--- config.mk ---
export PLATFORM = sky130hd
export DESIGN_NAME = vram_access_arbiter_flat
export DESIGN_NICKNAME = d
export VERILOG_FILES = /design/src/rtl/vram_access_arbiter_pkg.sv /design/src/rtl/vram_access_arbiter_if.sv /design/src/rtl/vram_access_arbiter_priority.sv /design/src/rtl/vram_access_arbiter.sv /design/src/flat_wrapper.sv
export SDC_FILE = /design/constraint.sdc
export NUM_CORES = 1
export LEC_CHECK = 0
export ABC_AREA = 1
export CORE_MARGIN = 5
export CORE_UTILIZATION = 28
export DETAILED_ROUTE_END_ITERATION = 8
export PLACE_DENSITY = 0.59
export SLEW_MARGIN = 20
export SYNTH_ARGS = -nofsm -noshare
export SYNTH_HDL_FRONTEND = slang
export SYNTH_SLANG_ARGS = --single-unit
--- constraint.sdc ---
create_clock -name clk4_2 -period 1.7 [get_ports clk4_2]
set_input_delay 0.17 -clock clk4_2 [delete_from_list [all_inputs] [get_ports clk4_2]]
set_output_delay 0.17 -clock clk4_2 [all_outputs]
set_load 0.01 [all_outputs]
--- src/rtl/vram_access_arbiter_pkg.sv ---
// Shared types for the VRAM access arbiter: FSM states, owner codes and the
// CPU lock-out predicate used at the grant edge.
package vram_access_arbiter_pkg;

  typedef enum logic [1:0] {
    StIdle,
    StAccess,
    StDone,
    StDeny
  } arb_state_e;

  typedef enum logic [1:0] {
    OwnNone,
    OwnPpu,
    OwnDma,
    OwnCpu
  } owner_e;

  localparam logic [1:0] ModeTransfer = 2'd3;

  // VRAM is owned by the PPU pixel transfer while the LCD is on.
  function automatic logic vram_locked(input logic lcd_enable, input logic [1:0] stat_mode);
    return lcd_enable && (stat_mode == ModeTransfer);
  endfunction

endpackage

--- src/rtl/vram_access_arbiter_if.sv ---
// Requester, PPU status and VRAM port signals shared by the arbiter and its
// surroundings; the arbiter uses the slave modport.
interface vram_access_arbiter_if #(
  parameter int unsigned ADDR_W = 13,
  parameter int unsigned DATA_W = 8
);

  logic [1:0]        stat_mode;
  logic              lcd_enable;
  logic              vbk_sel;

  logic              ppu_req;
  logic              ppu_bank;
  logic [ADDR_W-1:0] ppu_addr;
  logic              ppu_ack;
  logic [DATA_W-1:0] ppu_rdata;

  logic              dma_req;
  logic              dma_bank;
  logic [ADDR_W-1:0] dma_addr;
  logic [DATA_W-1:0] dma_wdata;
  logic              dma_ack;

  logic              cpu_req;
  logic              cpu_we;
  logic [ADDR_W-1:0] cpu_addr;
  logic [DATA_W-1:0] cpu_wdata;
  logic              cpu_ack;
  logic [DATA_W-1:0] cpu_rdata;
  logic              cpu_denied;
  logic [7:0]        denied_cnt;

  logic              vram_en;
  logic              vram_we;
  logic              vram_bank;
  logic [ADDR_W-1:0] vram_addr;
  logic [DATA_W-1:0] vram_wdata;
  logic [DATA_W-1:0] vram_rdata;

  modport master (
    output stat_mode, lcd_enable, vbk_sel,
    output ppu_req, ppu_bank, ppu_addr,
    input  ppu_ack, ppu_rdata,
    output dma_req, dma_bank, dma_addr, dma_wdata,
    input  dma_ack,
    output cpu_req, cpu_we, cpu_addr, cpu_wdata,
    input  cpu_ack, cpu_rdata, cpu_denied, denied_cnt,
    input  vram_en, vram_we, vram_bank, vram_addr, vram_wdata,
    output vram_rdata
  );

  modport slave (
    input  stat_mode, lcd_enable, vbk_sel,
    input  ppu_req, ppu_bank, ppu_addr,
    output ppu_ack, ppu_rdata,
    input  dma_req, dma_bank, dma_addr, dma_wdata,
    output dma_ack,
    input  cpu_req, cpu_we, cpu_addr, cpu_wdata,
    output cpu_ack, cpu_rdata, cpu_denied, denied_cnt,
    output vram_en, vram_we, vram_bank, vram_addr, vram_wdata,
    input  vram_rdata
  );

endinterface

--- src/rtl/vram_access_arbiter_priority.sv ---
// Fixed-priority pick PPU > DMA > CPU. grant is one-hot {cpu, dma, ppu};
// deny flags a CPU request that would have won but VRAM is locked.
module vram_access_arbiter_priority (
  input  logic       ppu_req,
  input  logic       dma_req,
  input  logic       cpu_req,
  input  logic       locked,
  output logic [2:0] grant,
  output logic       deny
);

  always_comb begin
    grant = 3'b000;
    deny  = 1'b0;
    if (ppu_req) begin
      grant[0] = 1'b1;
    end else if (dma_req && !locked) begin
      grant[1] = 1'b1;
    end else if (cpu_req) begin
      if (locked) begin
        deny = 1'b1;
      end else begin
        grant[2] = 1'b1;
      end
    end
  end

endmodule

--- src/rtl/vram_access_arbiter.sv ---
// Shares the single VRAM port between PPU fetch, DMA and CPU. One access per
// three cycles (grant, RAM command, ack); a locked-out CPU access takes two.
module vram_access_arbiter
  import vram_access_arbiter_pkg::*;
#(
  parameter int unsigned         ADDR_W        = 13,
  parameter int unsigned         DATA_W        = 8,
  parameter logic [DATA_W-1:0]   BLOCKED_RDATA = {DATA_W{1'b1}}
) (
  input logic                  clk4_2,
  input logic                  reset,
  vram_access_arbiter_if.slave bus
);

  arb_state_e        state_q, state_d;
  owner_e            owner_q, owner_d;
  logic              en_q, en_d;
  logic              we_q, we_d;
  logic              bank_q, bank_d;
  logic [ADDR_W-1:0] addr_q, addr_d;
  logic [DATA_W-1:0] wdata_q, wdata_d;
  logic [7:0]        cnt_q, cnt_d;

  logic [2:0] grant;
  logic       deny;
  logic       locked;

  assign locked = vram_locked(bus.lcd_enable, bus.stat_mode);

  vram_access_arbiter_priority u_priority (
    .ppu_req (bus.ppu_req),
    .dma_req (bus.dma_req),
    .cpu_req (bus.cpu_req),
    .locked  (locked),
    .grant   (grant),
    .deny    (deny)
  );

  always_comb begin
    state_d = state_q;
    owner_d = owner_q;
    en_d    = 1'b0;
    we_d    = 1'b0;
    bank_d  = bank_q;
    addr_d  = addr_q;
    wdata_d = wdata_q;
    cnt_d   = cnt_q;
    unique case (state_q)
      StIdle: begin
        unique case (grant)
          3'b001: begin
            state_d = StAccess;
            owner_d = OwnPpu;
            en_d    = 1'b1;
            bank_d  = bus.ppu_bank;
            addr_d  = bus.ppu_addr;
          end
          3'b010: begin
            state_d = StAccess;
            owner_d = OwnDma;
            en_d    = 1'b1;
            we_d    = 1'b1;
            bank_d  = bus.dma_bank;
            addr_d  = bus.dma_addr;
            wdata_d = bus.dma_wdata;
          end
          3'b100: begin
            state_d = StAccess;
            owner_d = OwnCpu;
            en_d    = 1'b1;
            we_d    = bus.cpu_we;
            bank_d  = bus.vbk_sel;
            addr_d  = bus.cpu_addr;
            wdata_d = bus.cpu_wdata;
          end
          default: begin
            if (deny) begin
              state_d = StDeny;
              owner_d = OwnCpu;
            end
          end
        endcase
      end
      StAccess: state_d = StDone;
      // No arbitration here so a waiting requester sees the bus free next cycle.
      StDone: begin
        state_d = StIdle;
        owner_d = OwnNone;
      end
      StDeny: begin
        state_d = StIdle;
        owner_d = OwnNone;
        if (cnt_q != 8'hFF) cnt_d = cnt_q + 8'd1;
      end
      default: begin
        state_d = StIdle;
        owner_d = OwnNone;
      end
    endcase
  end

  always_ff @(posedge clk4_2 or posedge reset) begin
    if (reset) begin
      state_q <= StIdle;
      owner_q <= OwnNone;
      en_q    <= 1'b0;
      we_q    <= 1'b0;
      bank_q  <= 1'b0;
      addr_q  <= '0;
      wdata_q <= '0;
      cnt_q   <= '0;
    end else begin
      state_q <= state_d;
      owner_q <= owner_d;
      en_q    <= en_d;
      we_q    <= we_d;
      bank_q  <= bank_d;
      addr_q  <= addr_d;
      wdata_q <= wdata_d;
      cnt_q   <= cnt_d;
    end
  end

  assign bus.ppu_ack    = (state_q == StDone) && (owner_q == OwnPpu);
  assign bus.dma_ack    = (state_q == StDone) && (owner_q == OwnDma);
  assign bus.cpu_ack    = ((state_q == StDone) && (owner_q == OwnCpu)) || (state_q == StDeny);
  assign bus.cpu_denied = (state_q == StDeny);
  assign bus.denied_cnt = cnt_q;
  assign bus.ppu_rdata  = bus.vram_rdata;
  assign bus.cpu_rdata  = (state_q == StDeny) ? BLOCKED_RDATA : bus.vram_rdata;

  assign bus.vram_en    = en_q;
  assign bus.vram_we    = we_q;
  assign bus.vram_bank  = bank_q;
  assign bus.vram_addr  = addr_q;
  assign bus.vram_wdata = wdata_q;

endmodule

--- src/flat_wrapper.sv ---
// flat-port wrapper written by rule: the top's interface ports become plain ports
module vram_access_arbiter_flat import vram_access_arbiter_pkg::*;
#(
  parameter int unsigned         ADDR_W        = 13,
  parameter int unsigned         DATA_W        = 8,
  parameter logic [DATA_W-1:0]   BLOCKED_RDATA = {DATA_W{1'b1}}
)
  (clk4_2, reset, bus_stat_mode, bus_lcd_enable, bus_vbk_sel, bus_ppu_req, bus_ppu_bank, bus_ppu_addr, bus_ppu_ack, bus_ppu_rdata, bus_dma_req, bus_dma_bank, bus_dma_addr, bus_dma_wdata, bus_dma_ack, bus_cpu_req, bus_cpu_we, bus_cpu_addr, bus_cpu_wdata, bus_cpu_ack, bus_cpu_rdata, bus_cpu_denied, bus_denied_cnt, bus_vram_en, bus_vram_we, bus_vram_bank, bus_vram_addr, bus_vram_wdata, bus_vram_rdata);
  vram_access_arbiter_if #(.ADDR_W(ADDR_W), .DATA_W(DATA_W)) bus_i ();
  input logic clk4_2;
  input logic reset;
  input wire logic [$bits(bus_i.stat_mode)-1:0] bus_stat_mode;
  input wire logic [$bits(bus_i.lcd_enable)-1:0] bus_lcd_enable;
  input wire logic [$bits(bus_i.vbk_sel)-1:0] bus_vbk_sel;
  input wire logic [$bits(bus_i.ppu_req)-1:0] bus_ppu_req;
  input wire logic [$bits(bus_i.ppu_bank)-1:0] bus_ppu_bank;
  input wire logic [$bits(bus_i.ppu_addr)-1:0] bus_ppu_addr;
  output wire logic [$bits(bus_i.ppu_ack)-1:0] bus_ppu_ack;
  output wire logic [$bits(bus_i.ppu_rdata)-1:0] bus_ppu_rdata;
  input wire logic [$bits(bus_i.dma_req)-1:0] bus_dma_req;
  input wire logic [$bits(bus_i.dma_bank)-1:0] bus_dma_bank;
  input wire logic [$bits(bus_i.dma_addr)-1:0] bus_dma_addr;
  input wire logic [$bits(bus_i.dma_wdata)-1:0] bus_dma_wdata;
  output wire logic [$bits(bus_i.dma_ack)-1:0] bus_dma_ack;
  input wire logic [$bits(bus_i.cpu_req)-1:0] bus_cpu_req;
  input wire logic [$bits(bus_i.cpu_we)-1:0] bus_cpu_we;
  input wire logic [$bits(bus_i.cpu_addr)-1:0] bus_cpu_addr;
  input wire logic [$bits(bus_i.cpu_wdata)-1:0] bus_cpu_wdata;
  output wire logic [$bits(bus_i.cpu_ack)-1:0] bus_cpu_ack;
  output wire logic [$bits(bus_i.cpu_rdata)-1:0] bus_cpu_rdata;
  output wire logic [$bits(bus_i.cpu_denied)-1:0] bus_cpu_denied;
  output wire logic [$bits(bus_i.denied_cnt)-1:0] bus_denied_cnt;
  output wire logic [$bits(bus_i.vram_en)-1:0] bus_vram_en;
  output wire logic [$bits(bus_i.vram_we)-1:0] bus_vram_we;
  output wire logic [$bits(bus_i.vram_bank)-1:0] bus_vram_bank;
  output wire logic [$bits(bus_i.vram_addr)-1:0] bus_vram_addr;
  output wire logic [$bits(bus_i.vram_wdata)-1:0] bus_vram_wdata;
  input wire logic [$bits(bus_i.vram_rdata)-1:0] bus_vram_rdata;
  assign bus_i.stat_mode = bus_stat_mode;
  assign bus_i.lcd_enable = bus_lcd_enable;
  assign bus_i.vbk_sel = bus_vbk_sel;
  assign bus_i.ppu_req = bus_ppu_req;
  assign bus_i.ppu_bank = bus_ppu_bank;
  assign bus_i.ppu_addr = bus_ppu_addr;
  assign bus_ppu_ack = bus_i.ppu_ack;
  assign bus_ppu_rdata = bus_i.ppu_rdata;
  assign bus_i.dma_req = bus_dma_req;
  assign bus_i.dma_bank = bus_dma_bank;
  assign bus_i.dma_addr = bus_dma_addr;
  assign bus_i.dma_wdata = bus_dma_wdata;
  assign bus_dma_ack = bus_i.dma_ack;
  assign bus_i.cpu_req = bus_cpu_req;
  assign bus_i.cpu_we = bus_cpu_we;
  assign bus_i.cpu_addr = bus_cpu_addr;
  assign bus_i.cpu_wdata = bus_cpu_wdata;
  assign bus_cpu_ack = bus_i.cpu_ack;
  assign bus_cpu_rdata = bus_i.cpu_rdata;
  assign bus_cpu_denied = bus_i.cpu_denied;
  assign bus_denied_cnt = bus_i.denied_cnt;
  assign bus_vram_en = bus_i.vram_en;
  assign bus_vram_we = bus_i.vram_we;
  assign bus_vram_bank = bus_i.vram_bank;
  assign bus_vram_addr = bus_i.vram_addr;
  assign bus_vram_wdata = bus_i.vram_wdata;
  assign bus_i.vram_rdata = bus_vram_rdata;
  vram_access_arbiter #(.ADDR_W(ADDR_W), .DATA_W(DATA_W), .BLOCKED_RDATA(BLOCKED_RDATA)) u_core (.clk4_2(clk4_2), .reset(reset), .bus(bus_i));
endmodule
== Word level (Yosys, flattened, before mapping) ==
Index checks and enable logic that the tools add are counted.

* Reduce and logical (&&, ||, !) cells: 17
* Muxes and demuxes: 23
* Add/subtract/negate cells: 1
* Eq/ne operators: 13

{| class="wikitable"
|+ Operators by type and width
! kind !! number
|-
| case mux 13 bit (3 select lines) || 1
|-
| case mux 8 bit (2 select lines) || 1
|-
| 2-to-1 mux 1 bit || 12
|-
| case mux 2 bit (3 select lines) || 2
|-
| == test 2 bit, second input constant || 5
|-
| adder 8 x 1 -> 8 bit, second input constant || 1
|-
| 2-to-1 mux 8 bit || 1
|-
| inequality test 8 bit, second input constant || 1
|-
| AND reduction 2 bit || 4
|-
| 2-to-1 mux 2 bit || 3
|-
| logical AND 1 bit || 5
|-
| inequality test 5 x 4 -> 1 bit, second input constant || 1
|-
| == test 2 x 1 -> 1 bit, second input constant || 2
|-
| case mux 2 bit (2 select lines) || 1
|-
| nonzero test 2 bit || 2
|-
| == test 3 x 1 -> 1 bit, second input constant || 1
|-
| == test 3 x 2 -> 1 bit, second input constant || 1
|-
| == test 3 bit, second input constant || 1
|-
| inequality test 3 x 2 -> 1 bit, second input constant || 1
|-
| case mux 1 bit (3 select lines) || 1
|-
| nonzero test 3 bit || 1
|-
| OR reduction 3 bit || 1
|-
| zero test 2 bit || 1
|-
| case mux 1 bit (2 select lines) || 1
|-
| other kinds (3) || 3
|}

* Input bits: 75
* Output and inout bits: 52
* Logic and storage cells: 62
* Register bits after elaboration: 36

== Depth between registers and ports, before layout ==
Gate-level depths: netlist of the first run.

* Depth in word-level cells: 10
* Gate-level depth with buffers: 9
* Depth with buffers taken out: 9

== Cells and area by module ==
Synthesis of the first run repeated with hierarchy kept, for this count alone.

* Cells, all modules: 310
* Area, all modules: 2,158.3 um2

{| class="wikitable"
|+ Modules (own cells, without submodules)
! module !! instances !! seq. area each (um2) !! area each (um2) !! cells an instance
|-
| vram_access_arbiter || 1 || 900.9 || 2,112.0 || 300
|-
| vram_access_arbiter_priority || 1 || 0.0 || 46.3 || 10
|}

== Worst setup path after synthesis of the first run ==
No wires, ideal clock.

* Path type: reg2reg
* Start: reg u_core.cnt_q[0], in the netlist u_core.bus.denied_cnt[0]
* End: reg u_core.cnt_q[3], in the netlist u_core.bus.denied_cnt[3]
* Data arrival time: 1.313 ns
* Clock period less this slack: 1.433 ns
* Stages on the path, launching flop included: 9
* Setup time: 0.120 ns
* Data required time: 1.580 ns
* Setup slack: 0.267 ns
* Cells stage by stage: dfrtp_1 > ha_1 > nand2_1 > nor3_4 > nand2_1 > nand2_4 > nor2_1 > nand2_1 > nand2_1

* Cells in the longest elaborated chain, start to end: 2
* Elaborated cells between the ends (all ways): 3
* Classes of those cells: add/sub: 1; eq/ne: 1; reduce/logical: 1

{| class="wikitable"
|+ RTL lines
! element !! line !! RTL
|-
| start, declared || vram_access_arbiter.sv:22 || <nowiki>logic [7:0] cnt_q, cnt_d;</nowiki>
|-
| start signal, assigned || vram_access_arbiter.sv:120 || <nowiki>cnt_q <= cnt_d;</nowiki>
|-
| parallel branches: the longest is 2 deep, another holds adder 8 x 1 -> 8 bit || n/a ||
|}

Parallel ways; which one is timed is not known.
A chain may end at the register's enable or synchronous reset.

== Worst setup path in the final report of the first run ==
* Start: reg u_core.state_q[0]
* End: out bus_cpu_rdata[0]

* Cells in the longest elaborated chain, start to end: 2

{| class="wikitable"
|+ RTL lines
! element !! line !! RTL
|-
| start, declared || vram_access_arbiter.sv:15 || <nowiki>arb_state_e state_q, state_d;</nowiki>
|-
| start signal, assigned || vram_access_arbiter.sv:104 || <nowiki>state_q <= StIdle;</nowiki>
|-
| start signal, assigned || vram_access_arbiter.sv:113 || <nowiki>state_q <= state_d;</nowiki>
|-
| == test 2 bit || vram_access_arbiter.sv:130 || <nowiki>assign bus.cpu_rdata = (state_q == StDeny) ? BLOCKED_RDATA : bus.vram_rdata;</nowiki>
|-
| 2-to-1 mux 8 bit || vram_access_arbiter.sv:130 ||
|-
| end, declared || flat_wrapper.sv:30 || <nowiki>output wire logic [$bits(bus_i.cpu_rdata)-1:0] bus_cpu_rdata;</nowiki>
|}

Every way passes these cells.

==> summary.txt, run 1 <==
Finish
  • Multi-input combinational cell area: 1040 µm²
  • Filler instances: 769
  • Commonest cells after routing, fill and taps aside: 163 x nand2_1, 114 x clkdlybuf4s50_1, 36 x dfrtp_1
  • Nets: 498
  • Antenna Cells: 0
  • Most common cell after layout, fill and taps aside: nand2_1
  • Area Growth Syn to Fin: 68.5%
  • Layout cell share with drive strength beyond 1: 0.106
  • Sequential cell area: 901 µm²

GRT
  • Total grt overflow: 0
  • All-layer global routing usage: 0.137
  • Initial antenna violation count: 0
  • Met2 Use GR: 0.235
  • Vias in the first global route: 2194
  • First-pass GRT wire length: 10600 µm
  • Most Crowded Layer GR: met2
  • Largest net degree at the start of global routing: 37
  • Met3 Resource Use GR: 0.0633
  • M1 GR Usage: 0.154

Synthesis
  • Syn Inst Count: 293
  • Syn_area_per_cell: 7.22 µm²
  • Post-synthesis sequential area ratio: 0.426
  • FF+latch count, synth: 36
  • Syn_nets: 369
  • Synth Cell Area: 2110 µm²
  • Yosys warnings: 0
  • Synth cell types: 30

Setup path
  • Critical path startpoint category: register
  • Arr. time, crit path: 1430 ps
  • Element type at the critical path end: output port
  • CP Cell Sequence: nand2_2, inv_4, or2_2, dlygate4sd2_1
  • Crit-path max FO: 10
  • Slowest stage cell on the critical path: dfrtp_1
  • Crit path largest cell delay: 420 ps
  • Kind of critical path: reg2out
  • Worst path required time: 1530 ps

Floorplanning
  • # rows: 31
  • Initial core utilization: 0.290
  • DIE AREA: 9390 µm²
  • Total core area: 7290 µm²
  • Chip Height: 96.9 µm
  • Die Wd: 96.9 µm
  • Ports: 127

Clock network
  • Post-CTS sizing: 11
  • Post-CTS setup buffers: 0
  • Num CTS Buffers: 5
  • Maximum clock insertion buffer count: 2
  • Root Driver: clkbuf_8
  • Clock Latency Late Sink: 290 ps
  • Clock Sinks: 36
  • Clock slew at reported path FFs: 80 ps
  • CTS tree: yes
  • Hold_buf cts: 0
  • H-tree depth: 2

Detailed routing
  • Final ANT Viol Nets: 0
  • Wire per inst: 12.2 µm
  • Pre-Repair DR Iteration Count: 4
  • Total wire length: 6390 µm
  • Drt drc: 0
  • Via count: 2231
  • Starting DRT DRC Count: 26
  • Post-DR vias/cell: 4.27

Placement
  • Port buffer count: 126
  • GP Congestion: 0.807
  • Final HPWL DP: 5120 µm

STA
  • Part of the cycle the worst path needs: 0.941
  • Slew @ Worst Pin: 482 ps
  • Fmax: 625 MHz
  • Slew Limit Fails: 0
  • Final hold vios: 0
  • Hold Slack: 299 ps
  • Min Tclk post-route: 1600 ps
  • Worst Skew: 5.76 ps
  • Final setup TNS: 0 ps
  • Slew headroom: 0.678
  • Final setup vio count: 0
  • RSZ-0062 raised after global routing: false

Run
  • Maxcap violations: 0

Power
  • Maximum vdd drop: 0.421 mV
  • Pwr dens: 1170 nW/µm²
  • Leakage: 0.00173 µW

Hold path
  • HP Class: in2async

Outcome
  • Status: complete, no violations
==> sequential cells by signal, summed over array words and instances (netlist names) <==
signal and flops:
u_core.bus.denied_cnt 8, u_core.bus.vram_bank 1, u_core.bus.vram_en 1, u_core.bus.vram_wdata 8
u_core.owner_q 2, u_core.bus.vram_we 1, u_core.bus.vram_addr 13, u_core.state_q 2
==> metal layers <==
metal  routed length, µm  part of all wire
met1                2490              0.39
met2                3250              0.51
met3                 594             0.093
met4                  53            0.0083
met5                   0                 0
==> worst max-delay path: cells and delay by family, from the launching register on <==
| kind | cells | cell delay (ps) |
|---|---|---|
| AND/OR/NAND/NOR | 2 | 380 |
| buffers and inverters | 2 | 350 |
| flip-flops | 1 | 420 |
==> final timing paths <==
check                                               from                       end  slack [ps]  cells past startpoint
worst min-delay path                               reset  u_core.bus.denied_cnt[0]         300                      3
max in group asynchronous                          reset  u_core.bus.vram_wdata[5]        1070                      3
min in group clk4_2             u_core.bus.vram_wdata[3]  u_core.bus.vram_wdata[3]         470                      2
worst max register to register  u_core.bus.denied_cnt[0]  u_core.bus.denied_cnt[3]         200                      8
worst min register to register  u_core.bus.vram_wdata[3]  u_core.bus.vram_wdata[3]         470                      2
worst max-delay path                   u_core.state_q[0]          bus_cpu_rdata[0]         100                      4
==> cell families (layout without fill, tap and decap cells) <==
group	count (synthesis)	count (layout)	share of synthesized area
flops	36	36	0.426
compound gates	10	10	0.0361
fa+ha+maj	1	1	0.00592
buf+inv	31	161	0.0840
xor+xnor	4	4	0.0166
simple gates	211	211	0.431
==> report_power, final <==
group / leakage, µW / switching [µW] / internal [µW]
Clock: 0.0000510 / 314 / 324
Combinational: 0.00123 / 992 / 1100
Sequential: 0.000458 / 225 / 1200
Total: 0.00173 / 1530 / 2630
==> through the flow <==
step / setup WS [ps] / cell area, µm² / instances / power [µW] / util
3_5_place_dp: 69.4 / 3480 / 514 / 3620 / 0.477
3_3_place_gp: 90.8 / 3480 / 514 / 3600 / 0.477
2_1_floorplan: 267 / 2110 / 293 / 2420 / -
4_1_cts: 25.3 / 3550 / 522 / 4240 / 0.487
6_report: 99.5 / 3560 / 522 / 4160 / 0.489
5_1_grt: 20.4 / 3560 / 522 / 4520 / 0.489
==> synth_stat cells, drive strengths merged <==
master / instances / share of area
o21ai: 7 / 0.018
dfrtp: 36 / 0.43
nand3b: 1 / 0.0036
nor2: 8 / 0.022
xnor2: 3 / 0.012
nor4: 1 / 0.0030
nand2: 167 / 0.30
and2: 1 / 0.0030
nand3: 21 / 0.052
o211ai: 1 / 0.010
nor3: 2 / 0.015
inv: 17 / 0.031
a21oi: 1 / 0.0041
xor2: 1 / 0.0041
o21a: 1 / 0.0036
buf: 14 / 0.053
ha: 1 / 0.0059
nand4: 2 / 0.0059
or2: 8 / 0.024
==> area by class of cell <==
type,instances,share of cell area
Tap cell,99,0.0348
Sequential cell,36,0.253
Inverter,17,0.0193
Multi-Input combinational cell,226,0.292
Timing Repair Buffer,136,0.375
Clock inverter,2,0.00281
Clock buffer,6,0.0232
Power figures use the tool's default switching activity.
==> run 2: changes to the inputs <==
==> constraint.sdc (replaced) <==
create_clock -name clk4_2 -period 2 [get_ports clk4_2]
set_input_delay 0.3 -clock clk4_2 [delete_from_list [all_inputs] [get_ports clk4_2]]
set_output_delay 0.3 -clock clk4_2 [all_outputs]
set_load 0.01 [all_outputs]
==> run 2 against run 1 <==
  * Sequential power decreased by 14%
  * Largest power group unchanged
  * Final area decreased by 0.21%
  * Clock skew decreased by 2.8 ps
  * Routed wire length decreased by 0.33%
==> summary.txt, run 2 (synthesized netlist as in run 1, its figures left out) <==
Floorplanning
  • Chip Height: 96.9 µm
  • Ports: 127
  • Initial core utilization: 0.290
  • Total core area: 7290 µm²
  • Die Wd: 96.9 µm
  • # rows: 31
  • DIE AREA: 9390 µm²

STA
  • Slew @ Worst Pin: 481 ps
  • RSZ-0062 raised after global routing: false
  • Min Tclk post-route: 1900 ps
  • Part of the cycle the worst path needs: 0.949
  • Fmax: 527 MHz
  • Final hold vios: 0
  • Slew Limit Fails: 0
  • Final setup TNS: 0 ps
  • Slew headroom: 0.679
  • Final setup vio count: 0
  • Worst Skew: 3.00 ps

GRT
  • Initial antenna violation count: 0
  • Vias in the first global route: 2243
  • Total grt overflow: 0
  • Largest net degree at the start of global routing: 37
  • All-layer global routing usage: 0.136
  • First-pass GRT wire length: 10700 µm

Clock network
  • Clock Latency Late Sink: 280 ps
  • Hold_buf cts: 0
  • H-tree depth: 2
  • Root Driver: clkbuf_8
  • Clock Sinks: 36
  • CTS tree: yes
  • Clock slew at reported path FFs: 70 ps
  • Maximum clock insertion buffer count: 2
  • Num CTS Buffers: 5

Detailed routing
  • Drt drc: 0
  • Total wire length: 6370 µm
  • Starting DRT DRC Count: 41
  • Post-DR vias/cell: 4.27
  • Final ANT Viol Nets: 0
  • Wire per inst: 12.2 µm
  • Pre-Repair DR Iteration Count: 4
  • Via count: 2224

Setup path
  • Worst path required time: 1700 ps
  • Element type at the critical path end: output port
  • Kind of critical path: reg2out
  • Crit-path max FO: 5
  • Arr. time, crit path: 1600 ps
  • Critical path startpoint category: register
  • Reg2Reg Depth: 8

Finish
  • Most common cell after layout, fill and taps aside: nand2_1
  • Commonest cells after routing, fill and taps aside: 163 x nand2_1, 117 x clkdlybuf4s50_1, 34 x dfrtp_1
  • Antenna Cells: 0
  • Nets: 497
  • Final Util: 0.487
  • Area Growth Syn to Fin: 68.1%
  • Max reg flops: 13
  • Layout cell share with drive strength beyond 1: 0.104
  • Post-route cell area: 3550 µm²
  • Cell Count, Final, Fillers Out: 521

Power
  • Cell-internal power: 2260 µW
  • Reg power frac: 0.348
  • Switch share: 0.361
  • Tot Pwr: 3540 µW
  • Combinational Power Share: 0.504
  • Pwr dens: 994 nW/µm²
  • Sw Pwr: 1280 µW
  • Leakage: 0.00173 µW
  • Maximum vdd drop: 0.294 mV
  • Clock share of power: 0.149

Hold path
  • HP Class: in2async

Placement
  • Port buffer count: 126
  • Dpl cell area: 3430 µm²
  • Final HPWL DP: 5070 µm
  • # placed instances: 510
  • GP Congestion: 0.776

Run
  • Maxcap violations: 0

Outcome
  • Status: complete, no violations
[run 2: metal layers]
metal | routed length [µm] | track usage
met1 | 2640 | 0.157
met2 | 3220 | 0.238
met3 | 468 | 0.0504
met4 | 34 | 0.0324
met5 | 0 | 0
[run 2: per-stage QoR]
step           worst slack (ps)  hold slack (ps)
6_report                    102              433
5_1_grt                    67.7              485
4_1_cts                   0.581              444
3_5_place_dp                191              457
3_3_place_gp                203              454
2_1_floorplan               567              431
[run 2: final cells by class]
| cell class | instances | area [µm²] |
|---|---|---|
| Timing Repair Buffer | 135 | 1330 |
| Multi-Input combinational cell | 226 | 1040 |
| Inverter | 17 | 66.3 |
| Tap cell | 99 | 124 |
| Fill cell | 734 | 3740 |
| Sequential cell | 36 | 903 |
| Clock buffer | 8 | 90.1 |
[run 2: final timing paths]
path,start,endpoint,slack (ps)
max reg2reg,u_core.bus.denied_cnt[0],u_core.bus.denied_cnt[3],500
min in group clk4_2,u_core.bus.vram_wdata[1],u_core.bus.vram_wdata[1],470
max in group asynchronous,reset,u_core.state_q[1],1200
min,reset,u_core.bus.vram_addr[3],430
max,u_core.state_q[0],bus_dma_ack,100
min reg2reg,u_core.bus.vram_wdata[1],u_core.bus.vram_wdata[1],470
[run 2: worst max-delay path: stages, from the launching register on]
cell             delay [ps]
dfrtp_2                 440
nor4_1                  280
clkdlybuf4s50_1         600
[run 2: power groups by stage]
stage	Combinational [µW]	Sequential, µW	Clock (µW)
2_1_floorplan	711	1350	0
4_1_cts	1800	1240	555
3_5_place_dp	1790	1250	0
6_report	1780	1230	525
3_3_place_gp	1770	1240	0
5_1_grt	1980	1270	581
[run 2: repair_timing]
action	in CTS	in global routing
pin swaps	0	0
resized for setup	8	4
setup endpoints to repair	9	4
endpoints found under the hold margin	0	0
cloned	0	0
setup buffers	1	2
==> run 3: changes to the inputs <==
CTS_CLUSTER_DIAMETER = 100   (was unset)
==> results of run 3 <==
Same layout as run 2: the final DEF is identical, and so are final timing and power.
